--- src/rtl/vend_pkg.sv ---
// Shared constants and state encoding for the vending controller.
package vend_pkg;

   localparam int VAL_N = 5;
   localparam int VAL_D = 10;
   localparam int VAL_Q = 25;

   typedef enum logic [1:0] {
      ACCEPT = 2'd0,
      VEND   = 2'd1,
      CHANGE = 2'd2
   } state_e;

endpackage

--- src/rtl/vend_fsm_param_if.sv ---
// Coin-sense inputs and dispenser/change outputs of the vending controller.
interface vend_fsm_param_if #(
   parameter int CREDIT_W = 8
);

   logic                N;
   logic                D;
   logic                Q;
   logic                cancel;
   logic                Y;
   logic                chg_n;
   logic                chg_d;
   logic                chg_q;
   logic                coin_rej;
   logic                busy;
   logic [CREDIT_W-1:0] credit;

   modport master (
      output N, D, Q, cancel,
      input  Y, chg_n, chg_d, chg_q, coin_rej, busy, credit
   );

   modport slave (
      input  N, D, Q, cancel,
      output Y, chg_n, chg_d, chg_q, coin_rej, busy, credit
   );

endinterface

--- src/rtl/vend_change_sel.sv ---
// Greedy change-coin picker: largest coin not exceeding the credit.
module vend_change_sel
   import vend_pkg::*;
#(
   parameter int CREDIT_W = 8
) (
   input  logic [CREDIT_W-1:0] credit,
   output logic                q,
   output logic                d,
   output logic                n,
   output logic [CREDIT_W-1:0] sub
);

   logic ge_q;
   logic ge_d;

   assign ge_q = credit >= CREDIT_W'(VAL_Q);
   assign ge_d = !ge_q && (credit >= CREDIT_W'(VAL_D));

   always_comb begin
      q   = 1'b0;
      d   = 1'b0;
      n   = 1'b0;
      sub = CREDIT_W'(VAL_N);
      unique case (1'b1)
         ge_q: begin
            q   = 1'b1;
            sub = CREDIT_W'(VAL_Q);
         end
         ge_d: begin
            d   = 1'b1;
            sub = CREDIT_W'(VAL_D);
         end
         default: n = 1'b1;
      endcase
   end

endmodule

--- src/rtl/vend_fsm_param.sv ---
// Coin-operated vending controller: credit accumulate, vend, greedy change.
module vend_fsm_param
   import vend_pkg::*;
#(
   parameter int PRICE    = 35,
   parameter int CREDIT_W = 8
) (
   input logic             clk,
   input logic             reset,
   vend_fsm_param_if.slave bus
);

   localparam logic [CREDIT_W-1:0] PRICE_C = CREDIT_W'(PRICE);

   state_e              state_q, state_d;
   logic [CREDIT_W-1:0] credit_q, credit_d;
   logic                coin_rej_q, coin_rej_d;

   logic [1:0]          coin_cnt;
   logic                one_coin;
   logic                multi_coin;
   logic                any_coin;
   logic [CREDIT_W-1:0] coin_val;
   logic [CREDIT_W-1:0] sum;
   logic [CREDIT_W-1:0] rem;
   logic [CREDIT_W-1:0] left;
   logic [CREDIT_W-1:0] sub;
   logic                sel_q, sel_d, sel_n;

   vend_change_sel #(.CREDIT_W(CREDIT_W)) u_sel (
      .credit (credit_q),
      .q      (sel_q),
      .d      (sel_d),
      .n      (sel_n),
      .sub    (sub)
   );

   assign coin_cnt   = {1'b0, bus.N} + {1'b0, bus.D} + {1'b0, bus.Q};
   assign one_coin   = coin_cnt == 2'd1;
   assign multi_coin = coin_cnt > 2'd1;
   assign any_coin   = coin_cnt != 2'd0;

   // Only meaningful when exactly one coin line is high.
   assign coin_val = bus.Q ? CREDIT_W'(VAL_Q) :
                     bus.D ? CREDIT_W'(VAL_D) :
                             CREDIT_W'(VAL_N);

   assign sum  = credit_q + coin_val;
   assign rem  = credit_q - PRICE_C;
   assign left = credit_q - sub;

   always_comb begin
      state_d    = state_q;
      credit_d   = credit_q;
      coin_rej_d = 1'b0;
      case (state_q)
         ACCEPT: begin
            if (one_coin) begin
               credit_d = sum;
               if (sum >= PRICE_C) state_d = VEND;
            end else if (multi_coin) begin
               coin_rej_d = 1'b1;
            end else if (bus.cancel && credit_q != '0) begin
               state_d = CHANGE;
            end
         end
         VEND: begin
            coin_rej_d = any_coin;
            credit_d   = rem;
            state_d    = (rem == '0) ? ACCEPT : CHANGE;
         end
         CHANGE: begin
            coin_rej_d = any_coin;
            credit_d   = left;
            if (left == '0) state_d = ACCEPT;
         end
         default: begin
            state_d  = ACCEPT;
            credit_d = '0;
         end
      endcase
   end

   always_ff @(posedge clk) begin
      if (!reset) begin
         state_q    <= ACCEPT;
         credit_q   <= '0;
         coin_rej_q <= 1'b0;
      end else begin
         state_q    <= state_d;
         credit_q   <= credit_d;
         coin_rej_q <= coin_rej_d;
      end
   end

   assign bus.Y        = state_q == VEND;
   assign bus.busy     = (state_q == VEND) || (state_q == CHANGE);
   assign bus.chg_q    = (state_q == CHANGE) && sel_q;
   assign bus.chg_d    = (state_q == CHANGE) && sel_d;
   assign bus.chg_n    = (state_q == CHANGE) && sel_n;
   assign bus.coin_rej = coin_rej_q;
   assign bus.credit   = credit_q;

endmodule

--- src/flat_wrapper.sv ---
// flat-port wrapper written by rule: the top's interface ports become plain ports
module vend_fsm_param_flat import vend_pkg::*;
#(
   parameter int PRICE    = 35,
   parameter int CREDIT_W = 8
)
  (clk, reset, bus_N, bus_D, bus_Q, bus_cancel, bus_Y, bus_chg_n, bus_chg_d, bus_chg_q, bus_coin_rej, bus_busy, bus_credit);
  vend_fsm_param_if #(.CREDIT_W(CREDIT_W)) bus_i ();
  input logic clk;
  input logic reset;
  input wire logic [$bits(bus_i.N)-1:0] bus_N;
  input wire logic [$bits(bus_i.D)-1:0] bus_D;
  input wire logic [$bits(bus_i.Q)-1:0] bus_Q;
  input wire logic [$bits(bus_i.cancel)-1:0] bus_cancel;
  output wire logic [$bits(bus_i.Y)-1:0] bus_Y;
  output wire logic [$bits(bus_i.chg_n)-1:0] bus_chg_n;
  output wire logic [$bits(bus_i.chg_d)-1:0] bus_chg_d;
  output wire logic [$bits(bus_i.chg_q)-1:0] bus_chg_q;
  output wire logic [$bits(bus_i.coin_rej)-1:0] bus_coin_rej;
  output wire logic [$bits(bus_i.busy)-1:0] bus_busy;
  output wire logic [$bits(bus_i.credit)-1:0] bus_credit;
  assign bus_i.N = bus_N;
  assign bus_i.D = bus_D;
  assign bus_i.Q = bus_Q;
  assign bus_i.cancel = bus_cancel;
  assign bus_Y = bus_i.Y;
  assign bus_chg_n = bus_i.chg_n;
  assign bus_chg_d = bus_i.chg_d;
  assign bus_chg_q = bus_i.chg_q;
  assign bus_coin_rej = bus_i.coin_rej;
  assign bus_busy = bus_i.busy;
  assign bus_credit = bus_i.credit;
  vend_fsm_param #(.PRICE(PRICE), .CREDIT_W(CREDIT_W)) u_core (.clk(clk), .reset(reset), .bus(bus_i));
endmodule
--- config.mk ---
export PLATFORM = sky130hd
export DESIGN_NAME = vend_fsm_param_flat
export DESIGN_NICKNAME = d
export VERILOG_FILES = /design/src/rtl/vend_pkg.sv /design/src/rtl/vend_fsm_param_if.sv /design/src/rtl/vend_change_sel.sv /design/src/rtl/vend_fsm_param.sv /design/src/flat_wrapper.sv
export SDC_FILE = /design/constraint.sdc
export NUM_CORES = 1
export LEC_CHECK = 0
export ABC_AREA = 1
export CORE_UTILIZATION = 38
export CTS_CLUSTER_DIAMETER = 80
export DETAILED_ROUTE_END_ITERATION = 16
export PLACE_DENSITY = 0.54
export SYNTH_ARGS = -nofsm -noshare
export SYNTH_HDL_FRONTEND = slang
export SYNTH_HIERARCHICAL = 1
export SYNTH_SLANG_ARGS = --single-unit
--- constraint.sdc ---
create_clock -name clk -period 2.76 [get_ports clk]
set_clock_uncertainty 0.05 [all_clocks]
set_input_delay 0.414 -clock clk [delete_from_list [all_inputs] [get_ports clk]]
set_output_delay 0.414 -clock clk [all_outputs]
set_load 0.05 [all_outputs]
==> flow_summary_export.csv, run 1 <==
group,metric,value,unit
finish,final_cell_mix,"92 x nand2_1, 46 x inv_1, 22 x nand3_1",
floorplan,rows,24,
synthesis,syn_inst,293,
job,maxCapViolations,0,
timing,slew_headroom,66.33,%
floorplan,dieArea,0.004885,sq mm
clock_network,clkTransAtPathRegs,0.05,ns
synthesis,post_synth_num_cell_types,32,
finish,fill_cells,477,
global_route,grt_pass1_vias,1797,
timing,fmax,396.7,MHz
clock_network,cts_sinks,11,
clock_network,clk_latency,0.24,ns
finish,diodes,0,
routing,drtAntennaViolNets,0,
timing,worst_pin_slew,0.5034,ns
floorplan,dieHeight,69.90,um
synthesis,synthesis.area,0.001752,sq mm
clock_network,htreeDepth,1,
timing,finalHoldViolations,0,
synthesis,syn_avg_cell_area,5.978,sq um
global_route,grtUsageTotal,20.48,%
finish,syn_to_final_growth,20.79,%
clock_network,clockBufferDepth,2,
synthesis,yosys_register_bits,11,
global_route,top_usage_layer,"met2",
critical_path,worst-path-max-fanout,4,
floorplan,io_pins,20,
routing,viasPerCell,4.931,
place,dp_hpwl,3.932,mm
critical_path,cp_data_required_time,2.85,ns
timing,slew_viol_final,0,
routing,routed_wl,4.698,mm
timing,timing.final.crit_share,91.33,%
timing,setup_viol,0,
synthesis,yosysWarnings,6,
global_route,gr-usage-met3,1.876,%
critical_path,crit_path_end_kind,"flip-flop",
timing,period_needed,2.521,ns
synthesis,ys.flop_type,"dfxtp_1",
routing,vias,1854,
floorplan,die_x,69.90,um
critical_path,arrival,2.61,ns
synthesis,synth_edf_count,0,
clock_network,cts_tree,"built",
finish,drive_gt1_share,13.27,%
global_route,grt_pass1_wl,8.079,mm
status,status,"completed",
synthesis,async_reset_ff_share,0,%
global_route,overflow,0,
finish,final_common_cell,"nand2_1",
floorplan,start_util,39.95,%
timing,setup_tns,0,ns
finish,nets,353,
routing,wire_per_inst,12.49,um
routing,drcViolationCount,0,
global_route,antenna_found_initial,0,
global_route,gr-usage-met1,27.86,%
critical_path,start_kind,"flip-flop",
place,port_buffers,19,
min_path,hp-class,"flip-flop to flip-flop",
routing,drtIter0Drc,89,
clock_network,ctsHoldBuffers,0,
global_route,use_met2,34.08,%
critical_path,crit_type,"flip-flop to flip-flop",
synthesis,seq_area_frac_synth,12.57,%
clock_network,cts_made_buffers,3,
routing,drt-pass1-iter-count,4,
clock_network,cts_root_buf,"clkbuf_8",
timing,rsz0062_at_grt,"no",
floorplan,core,0.004384,sq mm
global_route,grt_max_degree,11,
place,gp_congestion,0.8808,
cell type report:
type	count	area, sq um	share of cell area (%)
timing repair buffer	33	295.3	13.96
multi-input combinational	225	1287	60.85
sequential	11	231.5	10.94
inverter	51	191.4	9.048
clock buffer	4	45.04	2.129
tap	52	65.06	3.075
repair_timing:
action,4_1_cts,5_1_grt
hold endpoints to repair,0,0
buffers inserted,0,0
endpoints found under the setup margin,0,2
gates resized for setup,0,6
metrics by stage:
stage | setup slack (ns) | cell area (sq um) | instances | hold WS [ns] | utilization [%]
final | 0.2394 | 2116 | 376 | 0.4750 | 48.26
after global routing | 0.0007290 | 2116 | 376 | 0.4955 | 48.26
after CTS | 0.1371 | 2106 | 376 | 0.5336 | 48.03
after detailed placement | 0.06337 | 2061 | 372 | 0.5249 | 47.00
after global placement | 0.1115 | 2061 | 372 | 0.5278 | 47.00
after floorplan | 0.05318 | 1760 | 295 | 0.4845 | -
path summary, 6_finish.rpt:
kind / startpoint / to / slack, ns / cells past startpoint
hold / removal: u_core/bus.credit[7] / u_core/bus.credit[7] / 0.47 / 2
setup reg to reg: u_core/bus.credit[6] / u_core/state_q[0] / 0.24 / 17
setup / recovery: u_core/bus.credit[6] / u_core/state_q[0] / 0.24 / 17
hold reg to reg: u_core/bus.credit[7] / u_core/bus.credit[7] / 0.47 / 2
worst max-delay path, cell delays in order, from the launching register on:
cell	delay, ns
dfxtp_2	0.33
buf_4	0.15
nor2_1	0.08
nand2_1	0.06
nor2_2	0.15
nor2_2	0.06
inv_1	0.09
fa_1	0.43
inv_1	0.11
nand2_1	0.07
a21oi_1	0.15
nand3_2	0.09
nor2_2	0.08
nand2_1	0.06
a21oi_2	0.16
nand3_2	0.12
nor2_1	0.10
nor2_1	0.05
registers in the layout, summed over array words and instances (netlist names):
name and flops:
u_core/bus.credit 8, u_core/state_q 2, u_core/bus.coin_rej 1
cells in the mapped netlist (all sizes together), types with 4 or more instances:
cell | n | area [sq um]
a21oi | 20 | 111.4
buf | 8 | 60.06
dfxtp | 11 | 220.2
ha | 19 | 237.7
inv | 48 | 180.2
nand2 | 96 | 370.3
nand3 | 28 | 170.2
nand3b | 4 | 30.03
nor2 | 24 | 102.6
o21ai | 7 | 35.03
xor2 | 5 | 43.79
per-layer routing:
layer	part of all wire, %	up-vias
met4	1.5	0
met2	46	40
met3	2.8	7
met5	0	-
met1	50	817
li1	-	990
kinds of logic (layout without fill, tap and decap cells):
kind of cell,Yosys count,count (layout),share of synthesized area (%)
fa+ha+maj,22,22,17.00
xor+xnor,5,5,2.500
other cells,1,3,0.2141
compound gates,36,36,12.36
flops,11,11,12.57
buf+inv,59,88,14.36
simple gates,159,159,41.00
Power of run 1 is not shown: default switching activity piles up to over one toggle a cycle in this logic, so the estimate is an artifact.
==> run 2, diff against run 1 <==
--- a/config.mk
+++ b/config.mk
@@ -10,6 +10,7 @@
 export CTS_CLUSTER_DIAMETER = 80
 export DETAILED_ROUTE_END_ITERATION = 16
 export PLACE_DENSITY = 0.54
+export SLEW_MARGIN = 20
 export SYNTH_ARGS = -nofsm -noshare
 export SYNTH_HDL_FRONTEND = slang
 export SYNTH_HIERARCHICAL = 1
==> results of run 2 <==
Final layout, timing and power as in run 1 (identical DEF).
Power of run 2 is left out for the same reason.
